$ cat src/rtl/multi_drive_sector_index_gen.sv
// multi_drive_sector_index_gen: per-drive sector/index pulse, sector address and spin-state generator
module multi_drive_sector_index_gen #(
    parameter int NUM_DRIVES = 4,
    parameter int CNT_W      = 16,
    parameter int SECT_W     = 5,
    parameter int PULSE_USEC = 2
) (
    input  logic                         clock,
    input  logic                         reset,
    input  logic                         clkenbl_1usec,
    input  logic [NUM_DRIVES-1:0]        drive_spinning,
    input  logic [SECT_W-1:0]            number_of_sectors,
    input  logic [CNT_W-1:0]             microseconds_per_sector,
    input  logic [CNT_W-1:0]             index_offset_usec,
    output logic [NUM_DRIVES-1:0]        clkenbl_sector,
    output logic [NUM_DRIVES-1:0]        clkenbl_index,
    output logic [NUM_DRIVES-1:0]        bus_sector_pulse,
    output logic [NUM_DRIVES-1:0]        bus_index_pulse,
    output logic [NUM_DRIVES*SECT_W-1:0] sector_address,
    output logic [NUM_DRIVES-1:0]        at_speed
);
    typedef enum logic [1:0] {STOPPED, SPINUP, RUNNING} state_t;
    localparam logic [CNT_W-1:0] MPS_MIN = CNT_W'(PULSE_USEC + 2);
    localparam logic [CNT_W-1:0] PW_C    = CNT_W'(PULSE_USEC);
    localparam logic [CNT_W:0]   PW_X    = (CNT_W+1)'(PULSE_USEC);
    genvar d;
    generate
        for (d = 0; d < NUM_DRIVES; d++) begin : g_drive
            state_t state, state_nx;
            logic [CNT_W-1:0] counter, mps_l, ioff_l;
            logic [SECT_W-1:0] sector, nsect_l;
            logic sect_end, last_sect, wrap, run, idx_ok, idx_set, idx_clr, sec_clr;
            logic ce_sec, ce_idx, sec_pulse, idx_pulse, spd;
            always_comb begin
                sect_end  = clkenbl_1usec && counter == mps_l;
                last_sect = sector == nsect_l - 1'b1;
                wrap      = sect_end && last_sect;
                run       = state == RUNNING;
                // index is only legal if the whole pulse fits inside the sector
                idx_ok    = ioff_l != '0 && ({1'b0, ioff_l} + PW_X <= {1'b0, mps_l});
                idx_set   = run && idx_ok && clkenbl_1usec && last_sect && counter == ioff_l;
                idx_clr   = clkenbl_1usec && {1'b0, counter} == {1'b0, ioff_l} + PW_X;
                sec_clr   = clkenbl_1usec && counter == PW_C;
                state_nx  = !drive_spinning[d] ? STOPPED :
                            state == STOPPED ? SPINUP :
                            (state == SPINUP && wrap) ? RUNNING : state;
            end
            always_ff @(posedge clock)
                state <= reset ? STOPPED : state_nx;
            always_ff @(posedge clock) begin
                if (reset || !drive_spinning[d]) begin
                    counter   <= CNT_W'(1);
                    sector    <= '0;
                    nsect_l   <= SECT_W'(1);
                    mps_l     <= MPS_MIN;
                    ioff_l    <= '0;
                    ce_sec    <= 1'b0;
                    ce_idx    <= 1'b0;
                    sec_pulse <= 1'b0;
                    idx_pulse <= 1'b0;
                    spd       <= 1'b0;
                end else begin
                    if (state == STOPPED || wrap) begin
                        nsect_l <= number_of_sectors == '0 ? SECT_W'(1) : number_of_sectors;
                        mps_l   <= microseconds_per_sector < MPS_MIN ? MPS_MIN : microseconds_per_sector;
                        ioff_l  <= index_offset_usec;
                    end
                    if (state == STOPPED) begin
                        counter <= CNT_W'(1);
                        sector  <= '0;
                    end else if (clkenbl_1usec) begin
                        counter <= sect_end ? CNT_W'(1) : counter + 1'b1;
                        if (sect_end)
                            sector <= last_sect ? '0 : sector + 1'b1;
                    end
                    ce_sec    <= run && sect_end;
                    ce_idx    <= idx_set;
                    sec_pulse <= (run && sect_end) || (sec_pulse && !sec_clr);
                    idx_pulse <= idx_set || (idx_pulse && !idx_clr);
                    spd       <= spd || (state == SPINUP && wrap);
                end
            end
            assign clkenbl_sector[d]                   = ce_sec;
            assign clkenbl_index[d]                    = ce_idx;
            assign bus_sector_pulse[d]                 = sec_pulse;
            assign bus_index_pulse[d]                  = idx_pulse;
            assign at_speed[d]                         = spd;
            assign sector_address[d*SECT_W +: SECT_W] = sector;
        end
    endgenerate
endmodule

$ cat config.mk
export PLATFORM = sky130hd
export DESIGN_NAME = multi_drive_sector_index_gen
export DESIGN_NICKNAME = d
export VERILOG_FILES = /design/src/rtl/multi_drive_sector_index_gen.sv
export SDC_FILE = /design/constraint.sdc
export NUM_CORES = 1
export LEC_CHECK = 0
export BUFFER_PORTS_ARGS = -buffer_cell sky130_fd_sc_hd__buf_4
export CAP_MARGIN = 40
export CORE_UTILIZATION = 63
export DETAILED_ROUTE_END_ITERATION = 8
export GPL_ROUTABILITY_DRIVEN = 0
export GPL_TIMING_DRIVEN = 0
export PLACE_DENSITY = 0.85
export SLEW_MARGIN = 20
export SYNTH_ARGS = -nofsm -noshare
export SYNTH_HDL_FRONTEND = slang
export SYNTH_SLANG_ARGS = --single-unit
$ cat constraint.sdc
create_clock -name clock -period 3.3 [get_ports clock]
set_input_delay 0.165 -clock clock [delete_from_list [all_inputs] [get_ports clock]]
set_output_delay 0.165 -clock clock [all_outputs]
set_load 0.03 [all_outputs]
==> out/metrics.cfg, run 1 <==
[outcome]
status = completed

[floorplanning]
rows = 58
fp.dieW_um = 164
die_y_um = 164
io_pins = 84
core_mm2 = 0.0254
start_util_pct = 64.7
die_area_mm2 = 0.0267

[logic_synthesis]
muxShareOfSynthArea_pct = 9.28
synth_top_area_share_pct = 31.7
synth_top_cell_by_area = dfxtp_1
synthTopCellsByArea = dfxtp_1 32%, mux2i_1 9.1%, xor2_1 8.2%
synth_flop_cell = dfxtp_1
synthSimpleGateAreaFrac_pct = 21.8
synth_top_family_by_area = simple AND/OR/NAND/NOR gates
synthXorXnorAreaFrac_pct = 16.5
synthesis.area_mm2 = 0.0164
ys_types = 74
syn_inst = 1952
ys_seq_area_share_pct = 31.7
async_reset_ff_share_pct = 0
synth_fa_ha_area_share_pct = 6.39
syn_nets = 2080
ys_warn_count = 0
synth_compound_area_share_pct = 6.77
synth-edff-count = 0
ys_ff_latch = 260
postSynthAreaPerCell_um2 = 8.42

[sta]
fin_ws_ns = 0.0879
holdWs_ns = 0.0399
drv_slew = 0
worstMarginPinSlew_ns = 0.914
slew_headroom_pct = 39.1
setup_tns_ns = 0
fin_crit_sh_pct = 97.3
finalSetupViolCount = 0
hold_viol = 0
fin_skew_ns = 0.0212
period_needed_ns = 3.21
fmax_mhz = 311

[worst_setup_path]
arrival_ns = 3.73
rr_startpoint = g_drive[0].ioff_l[5]$_SDFFE_PP0P_
critPathLaunchType = flip-flop
reg2reg_slack_ns = 0.09
critical_path_required_ns = 3.81
crit_fanout = 9
path_class = reg -> reg
reg2reg_to = g_drive[0].idx_pulse$_SDFF_PP0_
r2r.worst_path.cells = 13
endpoint_kind = flip-flop

[cts]
cts_tree = built
clockBufferDepth = 3
cts.sinks = 260
cts-root-buf = clkbuf_16
cts_buffers = 28
path_clk_slew_ns = 0.07
cts-htree-levels = 1
worstSkewPairLatency_ns = 0.56

[pwr]
combPwrFrac_pct = 12.7
finalPower_w = 0.00792
p_leak_nw = 7.73
pwr-share-seq_pct = 41.8
pwr-share-clk_pct = 45.5
swShare_pct = 25.7
netSwitchingPower_w = 0.00203
p_per_area_mw_per_mm2 = 417
intPower_w = 0.00589
ir_drop_mv = 0.468

[global_route]
grt_usage_pct = 37.1
grt_pass1_vias = 14971
grt_use_met2_pct = 58.1
grt_pass1_wl_mm = 78.0
antenna_found_initial = 0
met1_usage_pct = 45.4
grt_overflow = 0
grt.busiest_layer = met2
grt_max_degree = 15
grt_use_met3_pct = 6.48

[route]
avgRoutedWirePerCell_um = 20.4
routed_wl_mm = 49.9
num_vias = 15345
vias_per_cell = 6.26
drc_errors = 0
detail-route-antenna-nets = 0
firstDrtPassIters = 6
drt-initial-drc-count = 1688

[hold_path]
hold_start = drive_spinning[3]
hold-path-cell-count = 3
whs_endpoint = g_drive[3].mps_l[2]$_SDFFE_PP1P_
hold_class = in -> reg

[cells_and_area]
n_antenna_cell = 0
fillCellCount = 1758
final_core_util_pct = 74.7
ff_latch_area_mm2 = 0.00521
syn2layout_area_growth_pct = 15.5
multiInputGateArea_mm2 = 0.0101
layout-drive-gt1-share_pct = 12.8
nNetsFinal = 2226

[place]
dp_slack_ns = 0.0269
port_buffers = 82
dp_hpwl_mm = 34.8

[run]
maxCapViolCount = 0

## cells in the mapped netlist, types with 10 or more instances
cell	instances
buf_2	36
clkbuf_1	94
buf_4	25
nand2_1	71
nor2_1	287
xor2_1	154
o21ai_0	43
inv_1	100
nand2b_1	13
dfxtp_1	260
xnor2_1	153
a21oi_1	36
a211oi_1	10
a31oi_1	10
nor4_1	57
mux2i_1	149
and3_1	19
a21o_1	15
nor2b_1	13
nand4_1	95
nand3_1	59
ha_1	84
nor3_1	28
## routing by layer
layer,wire [um],part of all wire [%]
met1,18700,37
met2,21900,44
met3,5020,10
met4,4280,8.6
met5,0,0
## worst max path at each step
stage                                 startpoint                              end  slack, ns
6_report       g_drive[0].ioff_l[5]$_SDFFE_PP0P_  g_drive[0].idx_pulse$_SDFF_PP0_       0.09
3_3_place_gp   g_drive[2].ioff_l[2]$_SDFFE_PP0P_  g_drive[2].idx_pulse$_SDFF_PP0_       0.07
2_1_floorplan  g_drive[2].ioff_l[2]$_SDFFE_PP0P_  g_drive[2].idx_pulse$_SDFF_PP0_       0.43
3_5_place_dp   g_drive[3].ioff_l[1]$_SDFFE_PP0P_  g_drive[3].idx_pulse$_SDFF_PP0_       0.03
4_1_cts        g_drive[3].ioff_l[1]$_SDFFE_PP0P_  g_drive[3].idx_pulse$_SDFF_PP0_      0.008
5_1_grt        g_drive[1].ioff_l[3]$_SDFFE_PP0P_  g_drive[1].idx_pulse$_SDFF_PP0_      -0.03
## cell families (layout without fill, tap and decap cells)
logic type      after synthesis  in the layout
simple gates                710            710
xor+xnor                    308            308
buf+inv                     276            444
flops                       260            260
compound gates              162            162
mux                         152            152
fa+ha+maj                    84             84
## what timing repair did
item | in CTS | in global routing
buffers inserted | 0 | 1
endpoints found under the setup margin | 0 | 8
hold buffers | 33 | 0
hold endpoints to repair | 128 | 0
gates resized for setup | 0 | 25
## power groups by stage
stage	Combinational [W]	Sequential, W	Clock (W)
finish	0.00100	0.00331	0.00360
global route	0.00107	0.00331	0.00374
CTS	0.000969	0.00330	0.00359
detailed placement	0.000925	0.00337	0
global placement	0.000883	0.00336	0
floorplan	0.000652	0.00334	0
## layout make-up
class	count	share of cell area, %
Inverter	101	2.00
Buffer	171	4.52
Multi-Input combinational cell	1416	53.1
Sequential cell	260	27.5
Timing Repair Buffer	120	5.21
Clock inverter	19	1.60
Tap cell	330	2.17
Clock buffer	33	3.95
## through the flow
stage	cell area, um2	instances
final	19000	2450
after global routing	19000	2450
after CTS	18900	2452
after detailed placement	17500	2367
after global placement	17500	2364
after floorplan	16400	1952
## worst max-delay path: stages, from the launching register on
cell	delay, ns
dfxtp_1	0.30
buf_2	0.24
nand3_1	0.22
nor4_2	0.60
nand3_1	0.23
xnor2_1	0.18
ha_1	0.30
nand2_1	0.05
nor2_1	0.15
nand3_1	0.15
nand2_1	0.11
nand4_1	0.12
a311oi_2	0.36
a31o_1	0.14
## flip-flops by register name, summed over array words and instances, names as in the netlist
signal,cells
g_drive.counter,64
g_drive.sector,20
g_drive.ce_sec,4
g_drive.sec_pulse,4
g_drive.nsect_l,20
g_drive.state,8
g_drive.ce_idx,4
g_drive.spd,4
g_drive.ioff_l,64
g_drive.idx_pulse,4
g_drive.mps_l,64
## cell usage in the layout, fill, tap and decap left out, types with 8 or more instances in the layout
cell type      instances
clkbuf_2               9
or2_2                  8
nor3_1                25
nand2b_1              13
buf_2                 36
a21oi_1               36
ha_1                  82
nor4_1                55
bufinv_16              8
nor2_1               285
xor2_1               154
inv_1                100
a21o_1                15
and3_1                19
nand4_1               95
dfxtp_1              254
clkinv_2               8
nand3_1               57
nor2b_1               13
xnor2_1              153
mux2i_1              149
buf_6                 11
nand2_1               71
clkbuf_16             29
o21ai_0               43
a211oi_1              10
a31oi_1                9
or4_1                  9
buf_4                109
clkbuf_1              92
dlygate4sd3_1         33
Note: power is estimated with default switching activity, not from simulation.
==> run 2, diff against run 1 <==
Settings changed: CORE_UTILIZATION 63 to 55, PLACE_DENSITY 0.85 to 0.76, SKIP_LAST_GASP from default to 1.
==> out/metrics.cfg, run 2 (same netlist as run 1, synthesis figures left out) <==
[cells_and_area]
final_common_cell = nor2_1
ff_latch_area_mm2 = 0.00522  ; about the same
fillCellCount = 2418  ; +38%
final_area_mm2 = 0.0190  ; about the same
top_regs = g_drive.counter (64), g_drive.ioff_l (64), g_drive.mps_l (64)
n_antenna_cell = 0  ; unchanged
syn2layout_area_growth_pct = 15.5  ; about the same
layout-drive-gt1-share_pct = 12.7  ; -0.17 points
layoutNonFillerInstCount = 2501  ; +2.1%
nNetsFinal = 2225  ; -0.045%
final_cell_mix = 285 x nor2_1, 252 x dfxtp_1, 154 x xor2_1
multiInputGateArea_mm2 = 0.0101  ; unchanged

[global_route]
antenna_found_initial = 0  ; unchanged
grt_pass1_wl_mm = 74.9  ; -4.0%
grt_pass1_vias = 14022  ; -6.3%
grt_usage_pct = 30.9  ; -6.3 points
grt_overflow = 0  ; unchanged
grt_max_degree = 14  ; -1

[route]
firstDrtPassIters = 5  ; -1
routed_wl_mm = 47.9  ; -4.1%
drt-initial-drc-count = 1270  ; -25%
avgRoutedWirePerCell_um = 19.1  ; -6.1%
detail-route-antenna-nets = 0  ; unchanged
vias_per_cell = 5.86  ; -6.4%
num_vias = 14665  ; -4.4%
drc_errors = 0  ; unchanged

[run]
maxCapViolCount = 0  ; unchanged

[worst_setup_path]
path_class = reg -> reg
r2r.worst_path.cells = 12  ; -1
arrival_ns = 3.67  ; -0.06 ns
endpoint_kind = flip-flop
cpMostUsedCell = ha_1
crit_slowest_cell = o311a_2
critPathLaunchType = flip-flop
max_stage_delay_ns = 0.44  ; -0.16 ns
cp_cell_sequence = ha_1 -> buf_2 -> nand3_2 -> nor2_2 -> nand2_1 -> xnor2_1 -> ha_1 -> nand4_1 -> o311ai_0 -> nor2_1 -> o311a_2 -> a31o_1
reg2reg_to = g_drive[3].idx_pulse$_SDFF_PP0_
rr_startpoint = g_drive[3].ioff_l[1]$_SDFFE_PP0P_
critical_path_required_ns = 3.74  ; -0.07 ns
crit_fanout = 7  ; -2
reg2reg_slack_ns = 0.07  ; about the same

[place]
placed_cell_area_mm2 = 0.0176  ; +0.39%
port_buffers = 82  ; unchanged
dp_slack_ns = -0.0588  ; -0.0856 ns
dp_hpwl_mm = 35.1  ; +0.71%
post-place-cells = 2421  ; +2.3%

[floorplanning]
rows = 62  ; +6.9%
die_area_mm2 = 0.0306  ; +14%
start_util_pct = 56.5  ; -8.2 points
io_pins = 84  ; unchanged
core_mm2 = 0.0291  ; +15%
die_y_um = 175  ; +6.9%
fp.dieW_um = 175  ; +6.9%

[pwr]
pwr-share-clk_pct = 43.7  ; -1.8 points
netSwitchingPower_w = 0.00195  ; -4.0%
pwr-share-seq_pct = 43.4  ; +1.6 points
swShare_pct = 25.6  ; -0.092 points
combPwrFrac_pct = 12.9  ; +0.2 points
intPower_w = 0.00568  ; -3.5%
p_per_area_mw_per_mm2 = 402  ; -3.7%
p_leak_nw = 7.72  ; -0.13%
ir_drop_mv = 0.404  ; -14%

[sta]
fmax_mhz = 310  ; -0.40%
fin_skew_ns = 0.0124  ; -0.00887 ns
worstMarginPinSlew_ns = 0.888  ; -0.0257 ns
hold_viol = 0  ; unchanged
drv_slew = 0  ; unchanged
period_needed_ns = 3.23  ; +0.0130 ns
finalSetupViolCount = 0  ; unchanged
fin_ws_ns = 0.0749  ; -0.0130 ns
slew_headroom_pct = 40.8  ; +1.7 points
fin_crit_sh_pct = 97.7  ; +0.40 points
rsz0062_at_grt = true

[cts]
cts_buffers = 28  ; unchanged
path_clk_slew_ns = 0.06  ; about the same
cts-root-buf = clkbuf_16
clockBufferDepth = 3  ; unchanged
worstSkewPairLatency_ns = 0.56  ; about the same
cts.sinks = 260  ; unchanged
cts_tree = built
cts-htree-levels = 1  ; unchanged

[hold_path]
hold_class = in -> reg
whs_endpoint = g_drive[3].mps_l[2]$_SDFFE_PP1P_
hold_start = drive_spinning[3]
hold-path-cell-count = 3  ; unchanged

[outcome]
status = completed

## run 2: cell count changes in the layout (fill, tap and decap cells not counted), moves of 2 or more
| cell | delta |
|---|---|
| clkinv_2 | -3 |
| dfxtp_1 | -2 |
| clkbuf_8 | +5 |
| dfxtp_2 | +2 |
| bufinv_16 | -4 |
## run 2: how the worst max path moves through the flow
stage | start | endpoint | depth (start not counted)
6_report | g_drive[3].ioff_l[1]$_SDFFE_PP0P_ | g_drive[3].idx_pulse$_SDFF_PP0_ | 12
5_1_grt | g_drive[1].ioff_l[7]$_SDFFE_PP0P_ | g_drive[1].idx_pulse$_SDFF_PP0_ | 11
4_1_cts | g_drive[3].ioff_l[2]$_SDFFE_PP0P_ | g_drive[3].idx_pulse$_SDFF_PP0_ | 12
3_5_place_dp | g_drive[3].ioff_l[1]$_SDFFE_PP0P_ | g_drive[3].idx_pulse$_SDFF_PP0_ | 12
3_3_place_gp | g_drive[3].ioff_l[1]$_SDFFE_PP0P_ | g_drive[3].idx_pulse$_SDFF_PP0_ | 12
2_1_floorplan | g_drive[2].ioff_l[2]$_SDFFE_PP0P_ | g_drive[2].idx_pulse$_SDFF_PP0_ | 11
## run 2: power by group through the flow
stage               clock network (W)  registers, W  logic (W)
floorplan                           0       0.00334   0.000652
CTS                           0.00338       0.00330   0.000968
finish                        0.00334       0.00331   0.000982
detailed placement                  0       0.00337   0.000927
global placement                    0       0.00336   0.000893
global route                  0.00349       0.00331    0.00106
## run 2: critical path: cells and delay by family, from the launching register on
family | cells | cell delay, ns
XOR/XNOR | 1 | 0.16
AND/OR/NAND/NOR | 5 | 0.81
AO/OA/AOI/OAI | 3 | 1.06
adder cells (fa/ha/maj) | 2 | 0.46
flip-flops | 1 | 0.42
buffers and inverters | 1 | 0.20
## run 2: metal layers
metal / GRT usage, % / part of all wire, % / vias to the layer above / routed length, um
met4: 18.8 / 6.6 / 0 / 3170
met5: 0 / 0 / - / 0
met2: 48.6 / 44 / 625 / 21200
met1: 40.1 / 42 / 6919 / 20000
li1: - / - / 6949 / -
met3: 4.26 / 7.3 / 172 / 3500
## run 2: layout make-up
class | instances | share of cell area (%)
plain buffers | 169 | 4.48
clock buffers | 40 | 4.36
clock inverters | 10 | 0.804
inverters | 101 | 2.00
multi-input cells | 1416 | 53.1
flip-flops and latches | 260 | 27.5
well taps | 384 | 2.53
repair buffers | 121 | 5.29
## run 2: timing repair
item / 4_1_cts / 5_1_grt
pin swaps: 0 / 5
hold endpoints to repair: 131 / 0
setup buffers: 0 / 1
resized for setup: 5 / 21
endpoints found under the setup margin: 3 / 8
hold buffers: 34 / 0
## run 2: through the flow
| stage | util [%] | setup TNS, ns | hold WS (ns) | power (W) |
|---|---|---|---|---|
| finish | 65.3 | 0 | 0.0291 | 0.00763 |
| global route | 65.3 | -0.00809 | 0.0592 | 0.00787 |
| CTS | 65.0 | 0 | 0.00698 | 0.00764 |
| detailed placement | 60.4 | -0.0588 | 0.439 | 0.00429 |
| global placement | 60.3 | 0 | 0.437 | 0.00425 |
| floorplan | - | 0 | 0.309 | 0.00399 |
==> run 3, diff against run 2 <==
--- a/config.mk
+++ b/config.mk
@@ -13,5 +13,4 @@
 export GPL_TIMING_DRIVEN = 0
-export PLACE_DENSITY = 0.76
+export PLACE_DENSITY = 0.79
 export SKIP_LAST_GASP = 1
-export SLEW_MARGIN = 20
 export SYNTH_ARGS = -nofsm -noshare
==> constraint.sdc (replaced) <==
create_clock -name clock -period 2.8 [get_ports clock]
set_input_delay 0.28 -clock clock [delete_from_list [all_inputs] [get_ports clock]]
set_output_delay 0.28 -clock clock [all_outputs]
set_load 0.03 [all_outputs]
==> out/metrics.cfg, run 3 (same netlist as run 1, synthesis figures left out) <==
[outcome]
status = complete, but fails checks
violations = setup timing

[run]
maxCapViolCount = 0  ; unchanged

[worst_setup_path]
crit_slowest_cell = dfxtp_4
critical_path_required_ns = 3.26  ; -0.48 ns
crit_fanout = 10  ; +3
arrival_ns = 3.26  ; -0.41 ns
r2r.worst_path.cells = 12  ; unchanged
max_stage_delay_ns = 0.37  ; -0.07 ns
path_class = reg -> reg
endpoint_kind = flip-flop
cp_cell_sequence = buf_8 -> and3_1 -> clkbuf_4 -> nand3_2 -> xnor2_1 -> ha_1 -> nand4_1 -> buf_4 -> o311ai_1 -> nor2_1 -> o311a_4 -> a31o_1
critPathLaunchType = flip-flop

[cells_and_area]
n_antenna_cell = 0  ; unchanged
layout-drive-gt1-share_pct = 17.5  ; +4.8 points
layoutNonFillerInstCount = 2476  ; -1.0%
final_common_cell = nor2_1
ff_latch_area_mm2 = 0.00525  ; +0.67%
multiInputGateArea_mm2 = 0.0104  ; +3.5%
final_core_util_pct = 66.2  ; +0.87 points
fillCellCount = 2308  ; -4.5%
syn2layout_area_growth_pct = 17.0
top_regs = g_drive.counter (64), g_drive.ioff_l (64), g_drive.mps_l (64)
nNetsFinal = 2198  ; -1.2%
final_cell_mix = 277 x nor2_1, 236 x dfxtp_1, 152 x xnor2_1

[pwr]
pwr-share-clk_pct = 43.0  ; -0.7 points
combPwrFrac_pct = 13.2  ; +0.3 points
intPower_w = 0.00654  ; +15%
netSwitchingPower_w = 0.00239  ; +23%
swShare_pct = 26.8  ; +1.2 points
ir_drop_mv = 0.438  ; +8.5%
pwr-share-seq_pct = 43.9  ; +0.5 points
p_leak_nw = 7.83  ; +1.4%
p_per_area_mw_per_mm2 = 464  ; +16%

[global_route]
antenna_found_initial = 0  ; unchanged
grt_overflow = 0  ; unchanged
grt_pass1_vias = 14419  ; +2.8%
grt_usage_pct = 31.6  ; +0.72 points
grt_pass1_wl_mm = 77.0  ; +2.8%
grt_max_degree = 15  ; +1

[sta]
fin_crit_sh_pct = 100  ; +2.4 points
fin_skew_ns = 0.00806  ; -0.00432 ns
slew_headroom_pct = 37.5  ; -3.3 points
worstMarginPinSlew_ns = 0.938  ; +0.0495 ns
fin_ws_ns = -0.00470  ; -0.0796 ns
rsz0062_at_grt = true
fmax_mhz = 357  ; +15%
period_needed_ns = 2.80  ; -0.420 ns
drv_slew = 0  ; unchanged
finalSetupViolCount = 1  ; +1
hold_viol = 0  ; unchanged

[cts]
worstSkewPairLatency_ns = 0.57  ; about the same
cts-htree-levels = 1  ; unchanged
hold_buffers = 0  ; -100%
path_clk_slew_ns = 0.06  ; about the same
cts_buffers = 28  ; unchanged
cts_tree = built
cts-root-buf = clkbuf_16
cts.sinks = 260  ; unchanged
clockBufferDepth = 3  ; unchanged

[floorplanning]
die_y_um = 175  ; unchanged
core_mm2 = 0.0291  ; unchanged
die_area_mm2 = 0.0306  ; unchanged
fp.dieW_um = 175  ; unchanged
io_pins = 84  ; unchanged
start_util_pct = 56.5  ; unchanged
rows = 62  ; unchanged

[place]
port_buffers = 82  ; unchanged
post-place-cells = 2421  ; unchanged
dp_hpwl_mm = 35.2  ; +0.45%

[route]
drc_errors = 0  ; unchanged
avgRoutedWirePerCell_um = 20.3  ; +6.2%
num_vias = 14996  ; +2.3%
detail-route-antenna-nets = 0  ; unchanged
drt-initial-drc-count = 1401  ; +10%
routed_wl_mm = 50.3  ; +5.1%
firstDrtPassIters = 6  ; +1
vias_per_cell = 6.06  ; +3.3%

[hold_path]
hold_class = in -> reg
hold-path-cell-count = 3  ; unchanged

## run 3: cell count changes in the layout (fill, tap and decap cells not counted), moves of 8 or more
| cell | previous run | this run |
|---|---|---|
| dfxtp_1 | 252 | 236 |
| nand3_1 | 57 | 49 |
| clkbuf_1 | 92 | 63 |
| dlygate4sd3_1 | 34 | 0 |
| buf_4 | 109 | 149 |
| nor2_1 | 285 | 277 |
| dfxtp_2 | 8 | 18 |
| buf_2 | 36 | 24 |
## run 3: path summary, 6_finish.rpt
path | from | end | slack (ns)
min | index_offset_usec[11] | g_drive[1].ioff_l[11]$_SDFFE_PP0P_ | 0.03
min reg2reg | g_drive[3].spd$_SDFF_PP0_ | g_drive[3].spd$_SDFF_PP0_ | 0.44
max | g_drive[3].ioff_l[3]$_SDFFE_PP0P_ | g_drive[3].idx_pulse$_SDFF_PP0_ | -0.005
max reg2reg | g_drive[3].ioff_l[3]$_SDFFE_PP0P_ | g_drive[3].idx_pulse$_SDFF_PP0_ | -0.005
## run 3: worst max-delay path: cells and delay by family (launching register included)
family                     cells  cell delay (ns)
adders and majority gates      1             0.31
DFF                            1             0.37
AOI/OAI and AO/OA              3             0.82
xor gates and xnor gates       1             0.17
buffers and inverters          3             0.51
and+or+nand+nor                4             0.52
## run 3: final cells by class
class | instances | area share [%]
tap | 384 | 2.50
clock buffer | 42 | 4.17
sequential | 260 | 27.3
buffer | 140 | 4.27
multi-input combinational | 1416 | 54.2
inverter | 101 | 1.97
clock inverter | 10 | 0.741
timing repair buffer | 123 | 4.84
## run 3: per-layer routing
| layer | GRT usage [%] | wire length (um) | up-vias |
|---|---|---|---|
| met2 | 49.4 | 22400 | 764 |
| met4 | 20.5 | 3540 | 0 |
| met5 | 0 | 0 | - |
| li1 | - | - | 6892 |
| met1 | 40.6 | 20100 | 7103 |
| met3 | 4.63 | 4280 | 237 |
## run 3: power by group through the flow
stage	sequential, W	clock [W]	combinational, W
floorplan	0.00393	0	0.000768
global placement	0.00396	0	0.00105
detailed placement	0.00397	0	0.00109
CTS	0.00390	0.00386	0.00110
global route	0.00393	0.00401	0.00126
finish	0.00392	0.00384	0.00117
## run 3: stage by stage
step,setup TNS [ns],hold WS (ns),setup WS (ns),cell area (um2),power [W]
2_1_floorplan,-0.00672,0.424,-0.00672,16500,0.00470
3_3_place_gp,-2.29,0.437,-0.371,17600,0.00501
3_5_place_dp,-3.22,0.440,-0.416,17600,0.00506
4_1_cts,0,0.0109,0.0000231,18800,0.00886
5_1_grt,-0.758,0.0180,-0.174,19200,0.00920
6_report,-0.00470,0.0258,-0.00470,19200,0.00893
## run 3: repair_timing
| item | in CTS | in global routing |
|---|---|---|
| setup endpoints to repair | 46 | 183 |
| buffers inserted | 14 | 24 |
| pin swaps | 17 | 31 |
| gates cloned | 0 | 0 |
| resized for setup | 62 | 90 |
